**config.mk**
```make
export PLATFORM = sky130hd
export DESIGN_NAME = sdram_phy_io
export DESIGN_NICKNAME = d
export VERILOG_FILES = /design/src/rtl/sdram_pkg.sv /design/src/rtl/sdram_rd_pipe.sv /design/src/rtl/sdram_phy_io.sv
export SDC_FILE = /design/constraint.sdc
export NUM_CORES = 1
export LEC_CHECK = 0
export CAP_MARGIN = 20
export CORE_UTILIZATION = 45
export CTS_CLUSTER_SIZE = 12
export DETAILED_ROUTE_END_ITERATION = 16
export GPL_TIMING_DRIVEN = 0
export HOLD_SLACK_MARGIN = 0.05
export PLACE_DENSITY = 0.85
export SYNTH_ARGS = -nofsm -noshare
export SYNTH_HDL_FRONTEND = slang
export SYNTH_SLANG_ARGS = --single-unit
```
**constraint.sdc**
```tcl
create_clock -name clk_i -period 3.9 [get_ports clk_i]
set_input_delay 0.585 -clock clk_i [delete_from_list [all_inputs] [get_ports clk_i]]
set_output_delay 0.585 -clock clk_i [all_outputs]
set_load 0.005 [all_outputs]
```
**src/rtl/sdram_pkg.sv**
```systemverilog
// SDRAM command opcodes and their active-low {ras,cas,we} pin encodings.
// Shared between the controller core and the pin-side I/O stage.
package sdram_pkg;

    typedef enum logic [2:0] {
        CMD_NOP       = 3'd0,
        CMD_ACTIVE    = 3'd1,
        CMD_READ      = 3'd2,
        CMD_WRITE     = 3'd3,
        CMD_PRECHARGE = 3'd4,
        CMD_REFRESH   = 3'd5,
        CMD_LOAD_MODE = 3'd6
    } sdram_cmd_t;

    localparam logic [2:0] RCW_NOP       = 3'b111;
    localparam logic [2:0] RCW_ACTIVE    = 3'b011;
    localparam logic [2:0] RCW_READ      = 3'b101;
    localparam logic [2:0] RCW_WRITE     = 3'b100;
    localparam logic [2:0] RCW_PRECHARGE = 3'b010;
    localparam logic [2:0] RCW_REFRESH   = 3'b001;
    localparam logic [2:0] RCW_LOAD_MODE = 3'b000;

    // Raw opcode in, pin pattern out; anything outside the enum decodes as NOP.
    function automatic logic [2:0] cmd_to_rcw(input logic [2:0] op);
        logic [2:0] rcw;
        rcw = RCW_NOP;
        case (op)
            3'(CMD_ACTIVE):    rcw = RCW_ACTIVE;
            3'(CMD_READ):      rcw = RCW_READ;
            3'(CMD_WRITE):     rcw = RCW_WRITE;
            3'(CMD_PRECHARGE): rcw = RCW_PRECHARGE;
            3'(CMD_REFRESH):   rcw = RCW_REFRESH;
            3'(CMD_LOAD_MODE): rcw = RCW_LOAD_MODE;
            default:           rcw = RCW_NOP;
        endcase
        return rcw;
    endfunction

endpackage

```
**src/rtl/sdram_rd_pipe.sv**
```systemverilog
// Valid+tag shift register that tracks outstanding reads until their data
// is due at the input capture flop.
module sdram_rd_pipe #(
    parameter int DEPTH = 3,
    parameter int TAG_W = 4
) (
    input  logic             clk_i,
    input  logic             rst_i,
    input  logic             in_valid_i,
    input  logic [TAG_W-1:0] in_tag_i,
    output logic             out_valid_o,
    output logic [TAG_W-1:0] out_tag_o
);

    logic [DEPTH-1:0] valid_q;
    logic [TAG_W-1:0] tag_q [DEPTH];

    always_ff @(posedge clk_i or posedge rst_i) begin
        if (rst_i) begin
            valid_q <= '0;
            for (int i = 0; i < DEPTH; i++) begin
                tag_q[i] <= '0;
            end
        end else begin
            valid_q  <= {valid_q[DEPTH-2:0], in_valid_i};
            tag_q[0] <= in_tag_i;
            for (int i = 1; i < DEPTH; i++) begin
                tag_q[i] <= tag_q[i-1];
            end
        end
    end

    assign out_valid_o = valid_q[DEPTH-1];
    assign out_tag_o   = tag_q[DEPTH-1];

endmodule

```
**src/rtl/sdram_phy_io.sv**
```systemverilog
// Pin-side register stage for the SDRAM controller: registered command pins,
// write-data tristate ownership, tagged read capture and read/write turnaround.
module sdram_phy_io
    import sdram_pkg::*;
#(
    parameter int DATA_W       = 16,
    parameter int ADDR_W       = 13,
    parameter int BANK_W       = 2,
    parameter int CAS_LAT      = 2,
    parameter int RD_EXTRA_DLY = 0,
    parameter int TAG_W        = 4
) (
    input  logic              clk_i,
    input  logic              reset_i,
    input  logic              cmd_valid_i,
    output logic              cmd_ready_o,
    input  logic [2:0]        cmd_op_i,
    input  logic              cmd_chip_i,
    input  logic [BANK_W-1:0] cmd_bank_i,
    input  logic [ADDR_W-1:0] cmd_addr_i,
    input  logic [DATA_W-1:0] cmd_wdata_i,
    input  logic [TAG_W-1:0]  cmd_tag_i,
    output logic              rd_valid_o,
    output logic [DATA_W-1:0] rd_data_o,
    output logic [TAG_W-1:0]  rd_tag_o,
    output logic              sdram_clk_o,
    output logic              sdram_cs_o,
    output logic [BANK_W-1:0] sdram_bank_o,
    output logic [ADDR_W-1:0] sdram_addr_o,
    output logic              sdram_ras_o,
    output logic              sdram_cas_o,
    output logic              sdram_we_o,
    output logic [DATA_W-1:0] sdram_data_out_o,
    output logic              sdram_drive_data_o,
    input  logic [DATA_W-1:0] sdram_data_in_i
);

    localparam int PIPE_DEPTH = CAS_LAT + 1 + RD_EXTRA_DLY;
    localparam int BUSY_W     = $clog2(CAS_LAT + 2);
    localparam logic [BUSY_W-1:0] BUSY_LOAD = BUSY_W'(CAS_LAT + 1);

    logic              accept;
    logic              acc_read;
    logic              acc_write;

    logic [2:0]        rcw_q,   rcw_d;
    logic              cs_q,    cs_d;
    logic [BANK_W-1:0] bank_q,  bank_d;
    logic [ADDR_W-1:0] addr_q,  addr_d;
    logic [DATA_W-1:0] dout_q,  dout_d;
    logic              drive_q, drive_d;
    logic [BUSY_W-1:0] busy_q,  busy_d;

    logic              pipe_valid;
    logic [TAG_W-1:0]  pipe_tag;
    logic              rd_valid_q, rd_valid_d;
    logic [DATA_W-1:0] rd_data_q,  rd_data_d;
    logic [TAG_W-1:0]  rd_tag_q,   rd_tag_d;

    // Ready must not look at cmd_valid so the core can hold a WRITE without a loop.
    assign cmd_ready_o = (cmd_op_i != 3'(CMD_WRITE)) || (busy_q == '0);
    assign accept      = cmd_valid_i && cmd_ready_o;
    assign acc_read    = accept && (cmd_op_i == 3'(CMD_READ));
    assign acc_write   = accept && (cmd_op_i == 3'(CMD_WRITE));

    always_comb begin
        rcw_d   = RCW_NOP;
        cs_d    = cs_q;
        bank_d  = bank_q;
        addr_d  = addr_q;
        dout_d  = dout_q;
        drive_d = 1'b0;
        if (accept) begin
            rcw_d  = cmd_to_rcw(cmd_op_i);
            cs_d   = cmd_chip_i;
            bank_d = cmd_bank_i;
            addr_d = cmd_addr_i;
        end
        if (acc_write) begin
            dout_d  = cmd_wdata_i;
            drive_d = 1'b1;
        end
    end

    // Reload on a new READ takes priority so back-to-back reads extend the window.
    always_comb begin
        busy_d = busy_q;
        if (acc_read) begin
            busy_d = BUSY_LOAD;
        end else if (busy_q != '0) begin
            busy_d = busy_q - 1'b1;
        end
    end

    always_ff @(posedge clk_i or posedge reset_i) begin
        if (reset_i) begin
            rcw_q   <= RCW_NOP;
            cs_q    <= 1'b0;
            bank_q  <= '0;
            addr_q  <= '0;
            dout_q  <= '0;
            drive_q <= 1'b0;
            busy_q  <= '0;
        end else begin
            rcw_q   <= rcw_d;
            cs_q    <= cs_d;
            bank_q  <= bank_d;
            addr_q  <= addr_d;
            dout_q  <= dout_d;
            drive_q <= drive_d;
            busy_q  <= busy_d;
        end
    end

    sdram_rd_pipe #(
        .DEPTH (PIPE_DEPTH),
        .TAG_W (TAG_W)
    ) u_rd_pipe (
        .clk_i       (clk_i),
        .rst_i       (reset_i),
        .in_valid_i  (acc_read),
        .in_tag_i    (cmd_tag_i),
        .out_valid_o (pipe_valid),
        .out_tag_o   (pipe_tag)
    );

    // The capture flop is enabled only when a read is due, so it doubles as rd_data.
    always_comb begin
        rd_valid_d = pipe_valid;
        rd_data_d  = rd_data_q;
        rd_tag_d   = rd_tag_q;
        if (pipe_valid) begin
            rd_data_d = sdram_data_in_i;
            rd_tag_d  = pipe_tag;
        end
    end

    always_ff @(posedge clk_i or posedge reset_i) begin
        if (reset_i) begin
            rd_valid_q <= 1'b0;
            rd_data_q  <= '0;
            rd_tag_q   <= '0;
        end else begin
            rd_valid_q <= rd_valid_d;
            rd_data_q  <= rd_data_d;
            rd_tag_q   <= rd_tag_d;
        end
    end

    assign sdram_clk_o        = ~clk_i;
    assign sdram_cs_o         = cs_q;
    assign sdram_bank_o       = bank_q;
    assign sdram_addr_o       = addr_q;
    assign sdram_ras_o        = rcw_q[2];
    assign sdram_cas_o        = rcw_q[1];
    assign sdram_we_o         = rcw_q[0];
    assign sdram_data_out_o   = dout_q;
    assign sdram_drive_data_o = drive_q;
    assign rd_valid_o         = rd_valid_q;
    assign rd_data_o          = rd_data_q;
    assign rd_tag_o           = rd_tag_q;

endmodule
```
==> results of run 1 <==
[path summary, 6_finish.rpt]
| kind | cells after the start | slack (ns) | to | from |
|---|---|---|---|---|
| hold / removal | 0 | 0.35 | u_rd_pipe.tag_q[6] | u_rd_pipe.tag_q[10] |
| max in group asynchronous | 2 | 2.54 | sdram_data_out_o[8] | reset_i |
| hold reg to reg | 0 | 0.35 | u_rd_pipe.tag_q[6] | u_rd_pipe.tag_q[10] |
| setup reg to reg | 5 | 2.08 | sdram_addr_o[8] | busy_q[0] |
| min in group asynchronous | 2 | 0.80 | sdram_addr_o[1] | reset_i |
| setup / recovery | 4 | 0.50 | sdram_clk_o | clk_i |
[flip-flops by register name (all words and copies together), names as in the netlist]
name                 cells
rd_valid_o               1
rd_tag_o                 4
u_rd_pipe.valid_q        3
rcw_q                    3
sdram_addr_o            13
u_rd_pipe.tag_q          8
sdram_cs_o               1
sdram_data_out_o        16
sdram_bank_o             2
busy_q                   2
rd_data_o               16
sdram_drive_data_o       1
u_rd_pipe.out_tag_o      4
[routing by layer]
| layer | vias up | global-route usage, % | share of wire, % |
|---|---|---|---|
| met4 | 0 | 8.545 | 1.9 |
| met5 | - | 0 | 0 |
| met1 | 819 | 20.03 | 40 |
| met2 | 63 | 30.43 | 51 |
| li1 | 780 | - | - |
| met3 | 11 | 5.057 | 6.5 |
[cells in the mapped netlist]
library cell | count | area (sq um)
sky130_fd_sc_hd__buf_12 | 1 | 20.02
sky130_fd_sc_hd__buf_6 | 1 | 11.26
sky130_fd_sc_hd__clkbuf_1 | 2 | 7.510
sky130_fd_sc_hd__dfrtp_1 | 71 | 1777
sky130_fd_sc_hd__dfstp_2 | 3 | 78.83
sky130_fd_sc_hd__ha_1 | 1 | 12.51
sky130_fd_sc_hd__inv_1 | 4 | 15.01
sky130_fd_sc_hd__mux2_2 | 43 | 484.2
sky130_fd_sc_hd__mux2_4 | 10 | 150.1
sky130_fd_sc_hd__mux2i_1 | 1 | 10.01
sky130_fd_sc_hd__nand2_1 | 2 | 7.510
sky130_fd_sc_hd__nand2_4 | 1 | 11.26
sky130_fd_sc_hd__nand3_1 | 2 | 10.01
sky130_fd_sc_hd__nand3b_1 | 1 | 7.510
sky130_fd_sc_hd__nor2_1 | 1 | 3.750
sky130_fd_sc_hd__nor2_4 | 1 | 11.26
sky130_fd_sc_hd__o211ai_1 | 1 | 7.510
sky130_fd_sc_hd__o21ai_0 | 2 | 10.01
sky130_fd_sc_hd__o31ai_4 | 1 | 21.27
sky130_fd_sc_hd__or3_2 | 1 | 7.510
sky130_fd_sc_hd__xnor2_1 | 1 | 8.760
sky130_fd_sc_hd__xor2_1 | 1 | 8.760
[power by group]
| part | switching [uW] | internal (uW) |
|---|---|---|
| sequential | 83.3 | 940 |
| clock | 277 | 262 |
| combinational | 189 | 460 |
| total | 549 | 1660 |
[kinds of logic (layout without fill, tap and decap cells)]
kind of cell    after synthesis  count (layout)  share of synthesized area, %
xor+xnor                      2               2                        0.6534
mux                          54              54                         24.03
compound gates                4               4                         1.447
fa+ha+maj                     1               1                        0.4666
simple gates                  9               9                         2.193
buf+inv                       8             140                         2.006
flops                        74              74                         69.20
[cell type report]
class / instances / share of cell area (%)
sequential: 74 / 45.20
timing repair buffer: 115 / 28.04
multi-input combinational: 70 / 18.81
clock buffer: 11 / 3.596
tap: 72 / 2.194
buffer: 4 / 0.9448
clock inverter: 7 / 0.8839
inverter: 3 / 0.3353
[metrics by stage]
| step | utilization (%) | total power (uW) | setup slack, ns |
|---|---|---|---|
| 6_report | 73.20 | 2211 | 0.4959 |
| 4_1_cts | 73.20 | 2240 | 0.4724 |
| 5_1_grt | 73.20 | 2332 | 0.4505 |
| 3_3_place_gp | 70.12 | 1689 | 0.2718 |
| 2_1_floorplan | - | 1277 | 1.322 |
| 3_5_place_dp | 70.17 | 1723 | 0.8597 |
==> metrics, run 1 <==
result of the run complete, no violations; type of element launching the critical path clock port; number of vias per cell after detailed routing 4.699; Post-CTS Setup Inserts 0; PortBufs 116; CTS hold repair buffers 0; final non-filler cell total 356; share of the yosys chip area belonging to registers 69.20%; Synth Cell Area 0.002681 sq mm; Reg clk slew, reported paths 0.07 ns; post-CTS resize count 0; clock buffers created by TritonCTS 9; first-pass GRT wire length 8300 microns; ANT cells 0; Final Wtd Congestion 0.7033; number of global-route vias before repair 1,743; data required time at the worst endpoint 3.31 ns; number of instances in the synthesized netlist 152; buffers from clock root to sink, at most 2; pwr/cell area 538.6 mW/mm^2; number of nets with antenna violations after detailed routing 0; layout overhead on the synthesized area 53.10%; leftover overflow at the end of global routing 0; routed length per instance 14.51 microns; clock tree from TritonCTS yes; Fin Clk Skew 0.008711 ns; most common cell after layout, fill and taps aside sky130_fd_sc_hd__clkdlybuf4s50_1; critical path's slowest cell sky130_fd_sc_hd__clkdlybuf4s50_1; Residual DRC 0; share of layout cells above drive strength 1 27.11%; Sequential cell area 0.001856 sq mm; Slew @ Worst Pin 0.8652 ns; clock root buffer master sky130_fd_sc_hd__clkbuf_8; number of antenna violations at the first check in global routing 0; standard cell area after detailed placement 0.003935 sq mm; Critical Path Fanout Max 12; #FFs+latches synth 74; routed vias 1,673; Final Hold Viols 0; pin count of the biggest net entering global routing 75; placement row count 27; delay-heaviest family, CP buffers and inverters; synthesis warning total 0; number of placed instances, taps included 340; endpoint type of the worst setup path output port; x dimension of the die 79.19 microns; first-pass detailed-route iteration total 4; Clock H-tree levels 3; HPWL reported at the end of detailed placement 3737 microns; global router's overall resource usage 17.66%; Slew Viols, Final 0; Avg Cell Area, Syn 17.64 sq um; final layout net count 338; unrepaired setup endpoints after global routing false; wire length after detailed routing 5166 microns; count of different cell masters after synthesis 22; relative max-transition margin 42.32%; Core Box Area 0.005608 sq mm; maximum VDD drop 0.3605 mV; worst-case hold slack 0.3495 ns; Clock Latency Late Sink 0.33 ns; Crit path top cell by count sky130_fd_sc_hd__clkbuf_8; Die Area 0.006271 sq mm; longest individual stage delay on the worst path 0.49 ns; fillcell total 395; endpoint arrival time on the critical path 2.82 ns; cell area after layout 0.004105 sq mm; number of buffers and inverters on the critical path 4; ports placed on the boundary 117; Synthesized Nets 211; starting utilization of the core area 47.81%; Finish-stage setup viols 0; setup TNS 0 ns; initial drt markers 92; path type of the worst setup path clock port to output port; leading cell types in the layout, fill and taps excluded 116 x sky130_fd_sc_hd__clkdlybuf4s50_1, 71 x sky130_fd_sc_hd__dfrtp_1, 43 x sky130_fd_sc_hd__mux2_2; multi-input logic area 772.0 sq um; floorplan die height 79.19 microns; Static Leak 0.001789 uW; ordered cell list for the critical path clkbuf_8, clkbuf_8, inv_1, clkdlybuf4s50_1; Tightest Hold Check Type flip-flop to flip-flop; number of max-capacitance violations reported 0
(Power assumes the default switching activity.)
==> run 2, diff against run 1 <==
--- a/config.mk
+++ b/config.mk
@@ -12,6 +12,7 @@
 export GPL_TIMING_DRIVEN = 0
 export HOLD_SLACK_MARGIN = 0.05
 export PLACE_DENSITY = 0.85
+export SLEW_MARGIN = 20
 export SYNTH_ARGS = -nofsm -noshare
 export SYNTH_HDL_FRONTEND = slang
 export SYNTH_SLANG_ARGS = --single-unit
==> run 2 against run 1 <==
Combinational power rose by 0.8%. Wire length is 0.50% higher. Clock power grew 1%. Die area did not move. Cell area is 0.76% higher. Largest cell class unchanged. First-iteration DRC count fell by 21%. Utilization increased by 0.56 points. Critical path depth did not move.
==> metrics, run 2 (synthesized netlist as in run 1, its figures left out) <==
x dimension of the die 79.19 microns (unchanged); result of the run complete, no violations; CTS hold repair buffers 0 (unchanged); Fin Clk Skew 0.006650 ns (-0.002061 ns); ordered cell list for the critical path clkbuf_8, clkbuf_8, inv_1, clkdlybuf4s50_1; buffers from clock root to sink, at most 2 (unchanged); most common cell after layout, fill and taps aside sky130_fd_sc_hd__clkdlybuf4s50_1; post-CTS resize count 0 (unchanged); path type of the worst setup path clock port to output port; Slew @ Worst Pin 0.5454 ns (-0.3199 ns); setup TNS 0 ns (unchanged); Finish-stage setup viols 0 (unchanged); first-pass detailed-route iteration total 3 (-1); Post-CTS Setup Inserts 0 (unchanged); pin count of the biggest net entering global routing 59 (-21%); final non-filler cell total 357 (+0.28%); fillcell total 402 (+1.8%); Tightest Hold Check Type flip-flop to flip-flop; total power of the final layout 2226 uW (+0.69%); least setup slack across all paths after layout 0.5022 ns (+0.006296 ns); clock root buffer master sky130_fd_sc_hd__clkbuf_8; number of global-route vias before repair 1,784 (+2.4%); pwr/cell area 538.2 mW/mm^2 (about the same); Sequential cell area 0.001856 sq mm (unchanged); ports placed on the boundary 117 (unchanged); endpoint type of the worst setup path output port; Residual DRC 0 (unchanged); layout overhead on the synthesized area 54.27%; number of vias per cell after detailed routing 4.731 (+0.67%); floorplan die height 79.19 microns (unchanged); relative max-transition margin 63.64% (+21 points); leftover overflow at the end of global routing 0 (unchanged); initial drt markers 73 (-21%); PortBufs 116 (unchanged); Slew Viols, Final 0 (unchanged); Reg clk slew, reported paths 0.07 ns (about the same); Clock Latency Late Sink 0.33 ns (about the same); type of element launching the critical path clock port; unrepaired setup endpoints after global routing false; global router's overall resource usage 17.92% (+0.26 points); number of antenna violations at the first check in global routing 0 (unchanged); delay-heaviest family, CP buffers and inverters; number of buffers and inverters on the critical path 4 (unchanged); routed length per instance 14.54 microns (+0.22%); Static Leak 0.001805 uW (+0.88%); HPWL reported at the end of detailed placement 3868 microns (+3.5%); longest individual stage delay on the worst path 0.50 ns (about the same); clock buffers created by TritonCTS 9 (unchanged); data required time at the worst endpoint 3.31 ns (about the same); worst setup slack for register-to-register paths 2.05 ns (-0.03 ns); maximum VDD drop 0.3655 mV (+1.4%); Final Wtd Congestion 0.7033 (unchanged); number of placed instances, taps included 341 (+0.29%); Die Area 0.006271 sq mm (unchanged); first-pass GRT wire length 8397 microns (+1.2%); Clock H-tree levels 3 (unchanged); Core Box Area 0.005608 sq mm (unchanged); Crit path top cell by count sky130_fd_sc_hd__clkbuf_8; multi-input logic area 772.0 sq um (unchanged); number of max-capacitance violations reported 0 (unchanged); Critical Path Fanout Max 11 (-1); starting utilization of the core area 47.81% (unchanged); ANT cells 0 (unchanged); worst setup slack after placement 0.8597 ns (unchanged); final layout net count 339 (+0.30%); number of nets with antenna violations after detailed routing 0 (unchanged); endpoint arrival time on the critical path 2.81 ns (about the same); placement row count 27 (unchanged); Final Hold Viols 0 (unchanged); clock tree from TritonCTS yes; critical path's slowest cell sky130_fd_sc_hd__clkdlybuf4s50_1; wire length after detailed routing 5192 microns (+0.50%); routed vias 1,689 (+0.96%); share of layout cells above drive strength 1 26.67% (-0.45 points); worst-case hold slack 0.3494 ns (-0.0001710 ns); leading cell types in the layout, fill and taps excluded 116 x sky130_fd_sc_hd__clkdlybuf4s50_1, 71 x sky130_fd_sc_hd__dfrtp_1, 43 x sky130_fd_sc_hd__mux2_2
-- run 2: stage by stage --
step	area (sq um)	utilization, %
final	4136	73.76
after global placement	3933	70.12
after CTS	4136	73.76
after global routing	4136	73.76
after detailed placement	3963	70.66
after floorplan	2681	-
-- run 2: routing by layer --
| metal | GRT usage (%) | share of wire, % | up-vias |
|---|---|---|---|
| met4 | 8.545 | 1.3 | 0 |
| met2 | 30.78 | 52 | 63 |
| li1 | - | - | 783 |
| met3 | 4.483 | 5.7 | 10 |
| met5 | 0 | 0 | - |
| met1 | 20.92 | 41 | 833 |
-- run 2: area by class of cell --
cell class,instances,share of cell area [%]
buffer,4,0.9377
clock buffer,12,3.932
clock inverter,6,0.6050
inverter,3,0.3327
multi-input combinational,70,18.66
sequential,74,44.86
tap,72,2.178
timing repair buffer,116,28.49
-- run 2: path summary, 6_finish.rpt --
check / from / to / cells after the start
min in group asynchronous: reset_i / sdram_addr_o[1] / 2
hold reg to reg: u_rd_pipe.tag_q[8] / u_rd_pipe.tag_q[4] / 0
setup / recovery: clk_i / sdram_clk_o / 4
hold / removal: u_rd_pipe.tag_q[8] / u_rd_pipe.tag_q[4] / 0
setup reg to reg: busy_q[0] / sdram_addr_o[5] / 5
max in group asynchronous: reset_i / rd_tag_o[3] / 3
-- run 2: where the power goes --
group | leakage [uW] | switching, uW | internal (uW)
clock network | 0.000111 | 267 | 280
logic | 0.000798 | 191 | 463
registers | 0.000896 | 85.6 | 941
total | 0.00181 | 543 | 1680
==> run 3, diff against run 2 <==
--- a/config.mk
+++ b/config.mk
@@ -6,12 +6,14 @@
 export NUM_CORES = 1
 export LEC_CHECK = 0
 export CAP_MARGIN = 20
-export CORE_UTILIZATION = 45
+export CELL_PAD_IN_SITES_DETAIL_PLACEMENT = 0
+export CELL_PAD_IN_SITES_GLOBAL_PLACEMENT = 2
+export CORE_UTILIZATION = 30
 export CTS_CLUSTER_SIZE = 12
 export DETAILED_ROUTE_END_ITERATION = 16
 export GPL_TIMING_DRIVEN = 0
 export HOLD_SLACK_MARGIN = 0.05
-export PLACE_DENSITY = 0.85
+export PLACE_DENSITY_LB_ADDON = 0.1
 export SLEW_MARGIN = 20
 export SYNTH_ARGS = -nofsm -noshare
 export SYNTH_HDL_FRONTEND = slang
==> run 3 against run 2 <==
Critical path depth is the same. Utilization decreased by 25 points. Combinational power hardly changed. Total power grew 2.5%. Via count down 2.1%. Sequential cell count unchanged. Global-route usage decreased by 6.0 points. Register-to-register slack about the same. Cell area rose by 1.5%. Die area up 49%. Wire length is 2.6% higher. Critical endpoint unchanged.
==> metrics, run 3 (synthesized netlist as in run 1, its figures left out) <==
placement row count 34 (+26%); clock buffers created by TritonCTS 9 (unchanged); number of vias per cell after detailed routing 4.219 (-11%); endpoint type of the worst setup path output port; routed length per instance 13.59 microns (-6.6%); Crit path top cell by count sky130_fd_sc_hd__clkbuf_8; count of cells along the worst hold path 0 (unchanged); worst setup slack for register-to-register paths 2.06 ns (about the same); HPWL reported at the end of detailed placement 3768 microns (-2.6%); Die Area 0.009320 sq mm (+49%); Static Leak 0.001796 uW (-0.50%); Final Hold Viols 0 (unchanged); Residual DRC 0 (unchanged); ordered cell list for the critical path clkbuf_8, clkbuf_8, inv_1, clkdlybuf4s50_1; first-pass GRT wire length 8266 microns (-1.6%); ANT cells 0 (unchanged); pin count of the biggest net entering global routing 49 (-17%); number of nets with antenna violations after detailed routing 0 (unchanged); critical path's slowest cell sky130_fd_sc_hd__clkdlybuf4s50_1; data required time at the worst endpoint 3.31 ns (about the same); Finish-stage setup viols 0 (unchanged); Clock Latency Late Sink 0.33 ns (about the same); final non-filler cell total 392 (+9.8%); Clock H-tree levels 3 (unchanged); ports placed on the boundary 117 (unchanged); buffers from clock root to sink, at most 2 (unchanged); setup TNS 0 ns (unchanged); Critical Path Fanout Max 10 (-1); core occupancy in the finished layout 48.39% (-25 points); Reg clk slew, reported paths 0.08 ns (about the same); leading cell types in the layout, fill and taps excluded 116 x sky130_fd_sc_hd__clkdlybuf4s50_1, 71 x sky130_fd_sc_hd__dfrtp_1, 43 x sky130_fd_sc_hd__mux2_2; path type of the worst setup path clock port to output port; type of element launching the critical path clock port; unrepaired setup endpoints after global routing false; clock tree from TritonCTS yes; initial drt markers 42 (-42%); endpoint arrival time on the critical path 2.81 ns (about the same); global router's overall resource usage 11.95% (-6.0 points); most common cell after layout, fill and taps aside sky130_fd_sc_hd__clkdlybuf4s50_1; longest individual stage delay on the worst path 0.49 ns (about the same); number of antenna violations at the first check in global routing 0 (unchanged); number of max-capacitance violations reported 0 (unchanged); clock root buffer master sky130_fd_sc_hd__clkbuf_8; number of cells on the worst reg-to-reg path 5 (unchanged); number of placed instances, taps included 377 (+11%); Final Wtd Congestion 0.6903 (-1.8%); first-pass detailed-route iteration total 3 (unchanged); wire length after detailed routing 5326 microns (+2.6%); x dimension of the die 96.54 microns (+22%); final layout net count 339 (unchanged); CTS hold repair buffers 0 (unchanged); Slew Viols, Final 0 (unchanged); result of the run complete, no violations; share of layout cells above drive strength 1 27.46% (+0.80 points); Slew @ Worst Pin 0.5243 ns (-0.02107 ns); pwr/cell area 543.3 mW/mm^2 (+0.94%); maximum VDD drop 0.1958 mV (-46%); Tightest Hold Check Type flip-flop to flip-flop; Post-CTS Setup Inserts 0 (unchanged); PortBufs 116 (unchanged); Core Box Area 0.008678 sq mm (+55%); starting utilization of the core area 30.90% (-17 points); relative max-transition margin 65.05% (+1.4 points); post-CTS resize count 0 (unchanged); fillcell total 801 (+99%); Fin Clk Skew 0.005972 ns (-0.0006783 ns); routed vias 1,654 (-2.1%); number of global-route vias before repair 1,717 (-3.8%); leftover overflow at the end of global routing 0 (unchanged); layout overhead on the synthesized area 56.60%; floorplan die height 96.54 microns (+22%)
[run 3: final cells by class]
type                       instances  area (sq um)  share of cell area, %
tap                              108         135.1                  3.218
buffer                             4         38.79                 0.9237
sequential                        74          1856                  44.19
multi-input combinational         70         772.0                  18.38
timing repair buffer             116          1179                  28.07
inverter                           3         13.76                 0.3278
clock inverter                     6         67.56                  1.609
clock buffer                      11         137.6                  3.278
[run 3: worst paths after layout]
check | startpoint | endpoint
max | clk_i | sdram_clk_o
min | u_rd_pipe.valid_q[0] | u_rd_pipe.valid_q[1]
max reg2reg | busy_q[0] | sdram_addr_o[4]
min reg2reg | u_rd_pipe.valid_q[0] | u_rd_pipe.valid_q[1]
max in group asynchronous | reset_i | rcw_q[1]
min in group asynchronous | reset_i | sdram_addr_o[0]
[run 3: routing by layer]
layer,vias up,global-route usage (%),part of all wire (%)
met5,-,0,0
li1,781,-,-
met4,0,5.882,1.6
met2,67,16.90,44
met1,797,16.14,45
met3,9,4.225,9.0
[run 3: metrics by stage]
stage | worst slack, ns | total power, uW | hold slack (ns) | instance area (sq um)
after floorplan | 1.322 | 1277 | 0.3312 | 2681
after global placement | 0.04376 | 1706 | 0.3346 | 3978
after detailed placement | 0.8597 | 1717 | 0.3363 | 4008
after CTS | 0.4806 | 2328 | 0.3500 | 4199
after global routing | 0.4590 | 2422 | 0.3537 | 4199
final | 0.5001 | 2281 | 0.3497 | 4199
[run 3: critical path: cells and delay by family]
family	cells	cell delay, ns
buffers and inverters	4	0.86
[run 3: power breakdown]
group	switching, uW	leakage, uW	internal [uW]
sequential	76.3	0.000896	940
combinational	188	0.000798	464
clock	298	0.000102	316
total	562	0.00180	1720
==> variant 1, RTL diff (config.mk and constraints of run 3) <==
`BANK_W`: 2 -> 3.
--- a/src/rtl/sdram_phy_io.sv
+++ b/src/rtl/sdram_phy_io.sv
@@ -7,3 +7,3 @@
     parameter int ADDR_W       = 13,
-    parameter int BANK_W       = 2,
+    parameter int BANK_W       = 3,
     parameter int CAS_LAT      = 2,
Ports: changed (resized cmd_bank_i and sdram_bank_o); port bits go from 117 to 119. The function was not compared with the original's and may differ.
==> variant 1 against run 3 <==
- clock power is 2% higher
- first-iteration DRC count up 7.1%
- via count increased by 3.1%
- worst hold slack worse by 0.00055 ns
- total power up 0.47%
- worst setup slack better by 0.010 ns
- design area is 0.36% higher
- sequential cell count increased by 1
- area after synthesis is 0.56% lower
- critical path depth stayed put
- routed wire length fell by 0.84%
- global-route usage shrank 0.20 points
- largest cell class unchanged
- highest routed layer unchanged
==> variant 1: results (changes against run 3) <==
set qor(routed_met2_length_um) 2430 ;# +3.8%
set qor(grt_pass1_vias) 1615 ;# -5.9%
set qor(nFlopsAndLatches) 75 ;# +1.4%
set qor(area.share.sequential_pct) 44.6 ;# +0.44 points
set qor(reg_to_reg_critical_path_endpoint) {sdram_addr_o[2]}
set qor(grtUsageMet3_pct) 6.00 ;# +1.8 points
set qor(vdd_ir_drop_max_mv) 0.240 ;# +23%
set qor(p_clk_mw) 0.624 ;# +2%
set qor(postPlaceCellArea_um2) 4010 ;# +0.13%
set qor(multi_input_area_um2) 741 ;# -4.1%
set qor(timing_worst_slew_pin_value_ns) 0.573 ;# +0.0491 ns
set qor(r2r_slack_ns) 2.00 ;# -0.06 ns
set qor(grt_pass1_wl_um) 7880 ;# -4.7%
set qor(route.detailed.wl_per_inst_um) 13.3 ;# -2.1%
set qor(layout.clock_buffers) 12 ;# +1
set qor(gr-usage-all-layers_pct) 11.8 ;# -0.20 points
set qor(grt_max_degree) 52 ;# +6.1%
set qor(detailroute.wirelength.met3_um) 509 ;# +6.3%
set qor(synthTopCellsByCount) {dfrtp_1, mux2_2, inv_1}
set qor(status) {completed}
set qor(power.combinational.total_mw) 0.640 ;# -2%
set qor(post-route-cell-area_um2) 4210 ;# +0.36%
set qor(routedLengthMet1_um) 2290 ;# -5.7%
set qor(worst_ep_arrival_time_ns) 2.80 ;# about the same
set qor(p_leak_nw) 1.78 ;# -0.67%
set qor(finalWeightedCongestion) 0.632 ;# -8.4%
set qor(grtUsageMet2_pct) 17.3 ;# +0.42 points
set qor(fill_cells) 799 ;# -0.25%
set qor(port_buffers) 118 ;# +1.7%
set qor(fin_util_pct) 48.6 ;# +0.17 points
set qor(post_detailed_placement_half_perimeter_wirelength_um) 3670 ;# -2.5%
set qor(design.final.nets) 344 ;# +1.5%
set qor(nonClkBufAreaFrac_pct) 29.2 ;# +0.16 points
set qor(post_synth_main_area_contributors) {dfrtp_1, mux2_2, dfstp_2, buf_6, o31ai_4}
set qor(vias) 1705 ;# +3.1%
set qor(synth-adder-area-share_pct) 0.469 ;# +0.0026 points
set qor(ys_seq_area_share_pct) 70.5 ;# +1.3 points
==> variant 1: cell types whose count changed after synthesis, sizes merged <==
cell	run 3	this run
dfrtp	71	72
mux2	53	54
==> variant 1: how the worst min path moves through the flow <==
stage,startpoint,end,cells past startpoint
final,u_rd_pipe.tag_q[9],u_rd_pipe.tag_q[5],0
after global routing,u_rd_pipe.tag_q[9],u_rd_pipe.tag_q[5],0
after CTS,u_rd_pipe.tag_q[9],u_rd_pipe.tag_q[5],0
after detailed placement,u_rd_pipe.tag_q[11],u_rd_pipe.tag_q[7],0
after global placement,u_rd_pipe.tag_q[8],u_rd_pipe.tag_q[4],0
after floorplan,u_rd_pipe.tag_q[4],u_rd_pipe.out_tag_o[0],0
==> variant 1: per-stage QoR <==
step           setup slack [ns]  cells  TNS (ns)
5_1_grt                   0.450    397         0
6_report                  0.510    397         0
3_5_place_dp              0.860    381         0
2_1_floorplan              1.32    154         0
4_1_cts                   0.487    397         0
3_3_place_gp           -0.00412    380   -0.0837
==> variant 2, RTL diff (config.mk and constraints of run 3) <==
Without the edit above. `rd_data_q` and `rd_tag_q` no longer have a reset.
--- a/src/rtl/sdram_phy_io.sv
+++ b/src/rtl/sdram_phy_io.sv
@@ -140,9 +140,10 @@
             rd_valid_q <= 1'b0;
-            rd_data_q  <= '0;
-            rd_tag_q   <= '0;
         end else begin
             rd_valid_q <= rd_valid_d;
-            rd_data_q  <= rd_data_d;
-            rd_tag_q   <= rd_tag_d;
         end
+    end
+
+    always_ff @(posedge clk_i) begin
+        rd_data_q <= rd_data_d;
+        rd_tag_q  <= rd_tag_d;
     end
Behaviour: differs if reset_i is asserted again (counterexample within 10 cycles, from zero or initial values and one cycle with reset_i high); with reset_i held inactive, the same outputs for 10 cycles.
==> variant 2 against run 3 <==
- area after synthesis is 4.9% lower
- routed wire length is 8.1% lower
- sequential cell count stayed put
- register-to-register slack worse by 0.03 ns
- total power is 2.1% lower
- design area is 2.5% lower
- worst hold slack hardly changed
- cell count is 6.4% lower
- worst setup slack worse by 0.014 ns
- first-iteration DRC count is 7.1% higher
==> variant 2: results (changes against run 3) <==
set qor(status) {completed}
set qor(detail_route.first_pass.iterations) 4 ;# +1
set qor(ys_seq_area_share_pct) 76.7 ;# +7.5 points
set qor(route.detailed.wl_per_inst_um) 13.3 ;# -1.8%
set qor(routed_met2_length_um) 2160 ;# -7.6%
set qor(async_reset_ff_share_pct) 73.0 ;# -27 points
set qor(drive_above_1_share_pct) 22.5 ;# -4.9 points
set qor(p_per_area_nw_per_um2) 545 ;# +0.40%
set qor(postPlaceCellArea_um2) 3840 ;# -4.1%
set qor(p_leak_nw) 1.68 ;# -6.5%
set qor(timing_worst_slew_pin_value_ns) 0.810 ;# +0.286 ns
set qor(grt_pass1_vias) 1493 ;# -13%
set qor(grt.met1_usage_pct) 17.3 ;# +1.1 points
set qor(syn_to_final_growth_pct) 60.6
set qor(grtUsageMet2_pct) 16.4 ;# -0.48 points
set qor(synth_fp_nets) 189 ;# -10%
set qor(finalWeightedCongestion) 0.685 ;# -0.72%
set qor(worst_ep_arrival_time_ns) 2.83 ;# +0.02 ns
set qor(dr.first_iter.drc_count) 45 ;# +7.1%
set qor(gr-usage-all-layers_pct) 12.3 ;# +0.39 points
set qor(mapped_avg_cell_area_um2) 19.6 ;# +11%
set qor(detailroute.wirelength.met3_um) 396 ;# -17%
set qor(routedLengthMet1_um) 2270 ;# -6.3%
set qor(global_route.peak_usage_layer) {met1}
set qor(post_detailed_placement_half_perimeter_wirelength_um) 3430 ;# -8.9%
==> variant 2: path summary, 6_finish.rpt <==
path,from,to,slack [ns],depth (start not counted)
setup reg to reg,busy_q[0],sdram_addr_o[0],2.03,5
hold reg to reg,u_rd_pipe.tag_q[6],u_rd_pipe.out_tag_o[2],0.35,0
min in group asynchronous,reset_i,sdram_addr_o[8],0.70,2
setup / recovery,clk_i,sdram_clk_o,0.49,4
max in group asynchronous,reset_i,rd_valid_o,2.76,2
hold / removal,u_rd_pipe.tag_q[6],u_rd_pipe.out_tag_o[2],0.35,0
==> variant 2: layout make-up <==
cell class / instances / area share (%)
Clock inverter: 8 / 3.15
Clock buffer: 10 / 3.27
Tap cell: 105 / 3.21
Buffer: 2 / 0.764
Sequential cell: 74 / 47.8
Multi-Input combinational cell: 50 / 13.4
Inverter: 3 / 0.336
Timing Repair Buffer: 115 / 28.1
